<file path="config.mk">
export PLATFORM = sky130hd
export DESIGN_NAME = vga_sync_decoder
export DESIGN_NICKNAME = d
export VERILOG_FILES = /design/src/rtl/vga_sync_decoder.sv
export SDC_FILE = /design/constraint.sdc
export NUM_CORES = 1
export LEC_CHECK = 0
export CAP_MARGIN = 20
export CORE_MARGIN = 2
export CORE_UTILIZATION = 40
export DETAILED_ROUTE_END_ITERATION = 12
export SLEW_MARGIN = 5
export SYNTH_ARGS = -nofsm -noshare
export SYNTH_HDL_FRONTEND = slang
export SYNTH_SLANG_ARGS = --single-unit
</file>
<file path="constraint.sdc">
create_clock -name vgaclk -period 3.2 [get_ports vgaclk]
set_input_delay 0.8 -clock vgaclk [delete_from_list [all_inputs] [get_ports vgaclk]]
set_output_delay 0.8 -clock vgaclk [all_outputs]
set_load 0.05 [all_outputs]
</file>
<file path="src/rtl/vga_sync_decoder.sv">
// vga_sync_decoder
//   Receive-side VGA timing checker. It samples the active-low hsync/vsync
//   pair on the pixel clock, rebuilds the raster position, verifies the
//   stream against the nominal line/frame timing, reports lock and pulses
//   an error on any timing violation.
//
// Ports
//   vgaclk      in   pixel clock, rising edge
//   reset       in   asynchronous, active-high
//   hsync       in   active-low horizontal sync (vgaclk domain)
//   vsync       in   active-low vertical sync (vgaclk domain)
//   x           out  reconstructed column, 0..HMAX-1
//   y           out  reconstructed line,   0..VMAX-1
//   active      out  locked and inside the visible window
//   locked      out  stream verified against nominal timing
//   frame_start out  one-cycle pulse when (x,y) wraps to (0,0)
//   sync_err    out  one-cycle pulse on any timing violation
//
// x/y describe the pixel sampled on the previous edge, so a locked decoder
// reproduces the generator's x/y delayed by exactly one cycle.
`timescale 1ns/1ps

module vga_sync_decoder #(
  parameter logic [9:0]  HBP        = 10'd48,
  parameter logic [9:0]  HACTIVE    = 10'd640,
  parameter logic [9:0]  HFP        = 10'd16,
  parameter logic [9:0]  HSYN       = 10'd96,
  parameter logic [9:0]  HMAX       = HBP + HACTIVE + HFP + HSYN,
  parameter logic [9:0]  VBP        = 10'd32,
  parameter logic [9:0]  VACTIVE    = 10'd480,
  parameter logic [9:0]  VFP        = 10'd11,
  parameter logic [9:0]  VSYN       = 10'd2,
  parameter logic [9:0]  VMAX       = VBP + VACTIVE + VFP + VSYN,
  parameter int unsigned LOCK_LINES = 4
) (
  input  logic       vgaclk,
  input  logic       reset,
  input  logic       hsync,
  input  logic       vsync,
  output logic [9:0] x,
  output logic [9:0] y,
  output logic       active,
  output logic       locked,
  output logic       frame_start,
  output logic       sync_err
);

  // Column loaded on a falling hsync edge and the columns around the pulse.
  localparam logic [9:0] HFALL_X = HACTIVE + HFP;
  localparam logic [9:0] HPRE_X  = HACTIVE + HFP - 10'd1;
  localparam logic [9:0] HEND_X  = HACTIVE + HFP + HSYN - 10'd1;
  localparam logic [9:0] HLAST_X = HMAX - 10'd1;

  // Line loaded on a falling vsync edge and the line preceding the pulse.
  localparam logic [9:0] VFALL_Y = VACTIVE + VFP;
  localparam logic [9:0] VPRE_Y  = VACTIVE + VFP - 10'd1;
  localparam logic [9:0] VLAST_Y = VMAX - 10'd1;

  localparam int unsigned    GW       = $clog2(LOCK_LINES + 1);
  localparam logic [GW-1:0]  LOCK_CNT = GW'(LOCK_LINES);

  // Previous samples and alignment/qualification state.
  logic          hs_d;
  logic          vs_d;
  logic          h_seen;
  logic          v_seen;
  logic [GW-1:0] h_good;
  logic          v_good;

  // Combinational next-state terms.
  logic       hfall;
  logic       hrise;
  logic       vfall;
  logic       x_last;
  logic       lwrap;
  logic [9:0] x_next;
  logic [9:0] y_next;
  logic       h_err;
  logic       v_err;
  logic       any_err;
  logic       h_ok;
  logic       v_ok;

  always_comb begin
    hfall  = hs_d & ~hsync;
    hrise  = ~hs_d & hsync;
    vfall  = vs_d & ~vsync;
    x_last = (x == HLAST_X);

    // A falling hsync edge reloads x, so it overrides the natural wrap;
    // lwrap therefore means "the next x is 0".
    lwrap  = ~hfall & x_last;

    x_next = x + 10'd1;
    if (hfall) begin
      x_next = HFALL_X;
    end else if (x_last) begin
      x_next = '0;
    end

    y_next = y;
    if (vfall) begin
      y_next = VFALL_Y;
    end else if (lwrap) begin
      y_next = (y == VLAST_Y) ? '0 : y + 10'd1;
    end

    // Checks only run once the matching sync has aligned its counter.
    h_err = h_seen & ((hfall & (x != HPRE_X)) |
                      ((x == HPRE_X) & hsync) |
                      (hrise & (x != HEND_X)));
    v_err = v_seen & ((vfall & (~lwrap | (y != VPRE_Y))) |
                      (lwrap & (y == VPRE_Y) & vsync));
    any_err = h_err | v_err;

    h_ok = h_seen & hfall & (x == HPRE_X);
    v_ok = v_seen & vfall & lwrap & (y == VPRE_Y);
  end

  always_ff @(posedge vgaclk or posedge reset) begin
    if (reset) begin
      x           <= '0;
      y           <= '0;
      locked      <= 1'b0;
      frame_start <= 1'b0;
      sync_err    <= 1'b0;
      hs_d        <= 1'b1;
      vs_d        <= 1'b1;
      h_seen      <= 1'b0;
      v_seen      <= 1'b0;
      h_good      <= '0;
      v_good      <= 1'b0;
    end else begin
      hs_d <= hsync;
      vs_d <= vsync;

      // Counters always follow the edges, even on an error cycle, so the
      // offending edge realigns the raster position.
      x <= x_next;
      y <= y_next;
      if (hfall) h_seen <= 1'b1;
      if (vfall) v_seen <= 1'b1;

      frame_start <= lwrap & (y_next == '0);
      sync_err    <= any_err;

      if (any_err) begin
        h_good <= '0;
        v_good <= 1'b0;
        locked <= 1'b0;
      end else begin
        if (h_ok && (h_good != LOCK_CNT)) h_good <= h_good + GW'(1);
        if (v_ok) v_good <= 1'b1;
        locked <= (h_good == LOCK_CNT) & v_good;
      end
    end
  end

  assign active = locked & (x < HACTIVE) & (y < VACTIVE);

endmodule

</file>
==> summary.txt, run 1 <==
Run status
  – Run status: finished clean

Synthesis
  – Avg Inst Size Synth: 9.76 um^2
  – Share of Yosys cell area claimed by the top area cell type: 43.0%
  – Synthesized instance count: 173
  – Largest area contributor in the synthesized netlist: sky130_fd_sc_hd__dfrtp_1
  – Net count after synthesis: 183
  – Ys async rst share: 100%
  – Number of synthesized flops with an enable pin: 0
  – Count of unique library cells instantiated by Yosys: 49
  – Commonest cells post-synth: sky130_fd_sc_hd__dfrtp_1, sky130_fd_sc_hd__nor2_1, sky130_fd_sc_hd__nand2_1
  – Most used DFF post-synth: sky130_fd_sc_hd__dfrtp_1
  – Netlist Area Pre-Place: 1690 um^2
  – Biggest area contributors in the synthesized netlist: sky130_fd_sc_hd__dfrtp_1, sky130_fd_sc_hd__ha_1, sky130_fd_sc_hd__nor2_1
  – Sequential share of the synthesized area: 46.1%
  – Warnings, synthesis: 0
  – Flip-flop and latch count after synthesis: 31
  – Most common cell in the synthesized netlist: sky130_fd_sc_hd__dfrtp_1

Critical path
  – Kind of critical path: flip-flop to output pin
  – Required arrival time at the worst endpoint: 2.40 ns
  – Cell-by-cell trace of the critical path: nand4_1 -> and4_1 -> clkdlybuf4s50_1
  – Peak per-stage delay on the critical path: 0.81 ns
  – Data arrival time at the worst-slack endpoint: 1.98 ns
  – Maximum fanout encountered on the critical timing path: 8
  – Type of element launching the critical path: flip-flop
  – CP endpoint kind: output pin
  – Standard cell with the maximum stage delay on the critical path: sky130_fd_sc_hd__clkdlybuf4s50_1
  – Internal reg-to-reg setup slack: 0.91 ns

STA
  – Aggregate negative setup slack: 0 ns
  – RSZ-0062 raised after global routing: no
  – Worst rel slew slack: 65.7%
  – Final Cycle Share: 86.8%
  – Count of endpoints failing setup in the final report: 0
  – Final Hold Vio Count: 0
  – Maximum frequency from static timing analysis: 360 MHz
  – Number of max-slew violations in the final report: 0
  – Final period demand of the worst path: 2.78 ns
  – Transition time at the pin with the least slew margin: 0.511 ns
  – Final clock skew: 0.0124 ns
  – Worst hold slack: 0.524 ns

Finish
  – Non-filler instance count after layout: 258
  – Synth-to-layout area growth: 26.1%
  – Antenna diode instance count: 0
  – Layout net count: 217
  – Ratio of cells with drive above 1 in the final layout: 12.0%

Global route
  – Met1 GRT Util: 23.3%
  – Busiest grt layer: met2
  – Met2 usage: 29.0%
  – Overall routing resource usage: 17.9%
  – Largest net degree at the start of global routing: 32
  – Wire length of the first global-routing pass: 6250 um
  – Total gr overflow: 0
  – Number of antenna violations at the first check in global routing: 0
  – GR met3 Demand/Resource: 4.38%
  – Vias in the first global route: 1326

Routing
  – Detailed-route wire length per cell: 14.7 um
  – 1st-pass router iterations: 4
  – First-iteration detailed-routing DRC count: 71
  – Sum of routed wire length over all layers: 3790 um
  – Number of nets with antenna violations after routing: 0
  – Vias per cell: 5.55
  – Vias after detailed routing: 1431
  – Remaining routing DRC violations: 0

Clocking
  – Clock net sink count: 31
  – Clock Tree Root: sky130_fd_sc_hd__clkbuf_8
  – CTS tree: built
  – Buffer depth of the longest clock path: 2
  – Clock latency at the later pin of the worst-skew pair: 0.28 ns
  – # Post-CTS Setup Buffers: 0
  – Number of gates resized after CTS: 0
  – CTS Buf Count: 5
  – Number of H-tree branching levels: 2
  – Total of hold buffers inserted after clock tree synthesis: 0
  – Clock slew at reported path FFs: 0.06 ns

Hold path
  – Hold WC Path Type: flip-flop to flip-flop

Placement
  – Count of input and output buffers: 27
  – Final RePlAce weighted congestion: 0.794
  – DP Wirelength: 2740 um
  – DP Cell Count: 250

Power and ir drop
  – PnR Total Power: 0.952 mW
  – Sequential Power Share: 46.3%
  – Cell internal power dissipation: 0.674 mW
  – Proportion of power drawn by combinational gates: 18.8%
  – Clock share of power: 34.9%
  – Sw Ratio: 29.2%
  – Sw power: 0.278 mW
  – Power density over the cells: 447 nW/um^2
  – Peak supply drop: 0.261 mV
  – Static leakage: 0.848 nW

Floorplanning
  – I/O pins: 28
  – Placement row count: 23
  – Initial standard-cell utilization of the core: 41.9%
  – Floorplan die height: 69.0 um
  – Die width: 69.0 um
  – Floorplan core area: 4030 um^2
  – Die area: 4760 um^2

Flow run
  – Max-cap viol count: 0
[power by group through the flow]
| stage | registers [mW] | clock network [mW] | logic (mW) |
|---|---|---|---|
| 6_report | 0.441 | 0.333 | 0.179 |
| 5_1_grt | 0.445 | 0.362 | 0.192 |
| 4_1_cts | 0.441 | 0.343 | 0.181 |
| 3_5_place_dp | 0.448 | 0 | 0.180 |
| 3_3_place_gp | 0.447 | 0 | 0.181 |
| 2_1_floorplan | 0.511 | 0 | 0.0538 |
[registers in the layout, summed over array words and instances, names as in the netlist]
register and flops:
x 10, y 10, h_good 3, h_seen 1, sync_err 1, frame_start 1, locked 1, hs_d 1
vs_d 1, v_seen 1, v_good 1
[metrics by stage]
stage | cell area, um^2 | utilization [%] | setup WS (ns)
6_report | 2130 | 52.9 | 0.421
5_1_grt | 2130 | 52.9 | 0.325
4_1_cts | 2130 | 52.9 | 0.408
3_5_place_dp | 2030 | 50.4 | 0.569
3_3_place_gp | 2030 | 50.4 | 0.613
2_1_floorplan | 1690 | - | 0.924
[final timing paths]
path                         from           to  depth (start not counted)
max                          y[5]       active                          3
min                        v_seen       v_seen                          1
max reg2reg                  y[0]  frame_start                          8
min reg2reg                v_seen       v_seen                          1
max in group asynchronous   reset         vs_d                          3
min in group asynchronous   reset         x[7]                          3
[kinds of logic after synthesis]
logic type      share of synthesized area, %
compound gates                          10.8
xor+xnor                                5.18
fa+ha+maj                               4.44
buf+inv                                 2.59
flops                                   46.1
mux                                     1.85
simple gates                            29.0
[metal layers]
metal  part of all wire, %  routed length, um
met4                   1.5                 55
met1                    46               1750
met5                     0                  0
met3                   4.5                171
met2                    48               1810
[layout make-up]
| cell class | count | area (um^2) |
|---|---|---|
| multi-input cells | 131 | 867 |
| well taps | 50 | 62.6 |
| clock buffers | 8 | 100 |
| repair buffers | 30 | 293 |
| inverters | 8 | 30.0 |
| fillers | 379 | 1900 |
| flip-flops and latches | 31 | 778 |
[critical path: cells and delay by family, from the launching register on]
family	cells	cell delay [ns]
buffers and inverters	1	0.81
DFF	1	0.47
and+or+nand+nor	2	0.44
[cell usage in the layout (no fill, tap or decap), types with 5 or more instances in the layout]
| cell type | instances |
|---|---|
| sky130_fd_sc_hd__dfrtp_1 | 29 |
| sky130_fd_sc_hd__clkdlybuf4s50_1 | 27 |
| sky130_fd_sc_hd__nor2_1 | 19 |
| sky130_fd_sc_hd__nand2_1 | 15 |
| sky130_fd_sc_hd__o21ai_0 | 11 |
| sky130_fd_sc_hd__nand3_1 | 10 |
| sky130_fd_sc_hd__inv_1 | 8 |
| sky130_fd_sc_hd__clkbuf_8 | 7 |
| sky130_fd_sc_hd__xnor2_1 | 6 |
| sky130_fd_sc_hd__ha_1 | 6 |
| sky130_fd_sc_hd__nand4_1 | 5 |
| sky130_fd_sc_hd__nor3_1 | 5 |
Power figures use the tool's default switching activity.
==> run 2: changes to the inputs <==
Settings changed: ABC_CLOCK_PERIOD_IN_PS from default to 3200, GPL_ROUTABILITY_DRIVEN from default to 0.
==> results of run 2 <==
Final layout, timing and power as in run 1 (identical DEF).
==> run 3: changes to the inputs <==
Settings changed: CAP_MARGIN 20 to default.
==> results of run 3 <==
Final layout, timing and power as in run 1 (identical DEF).
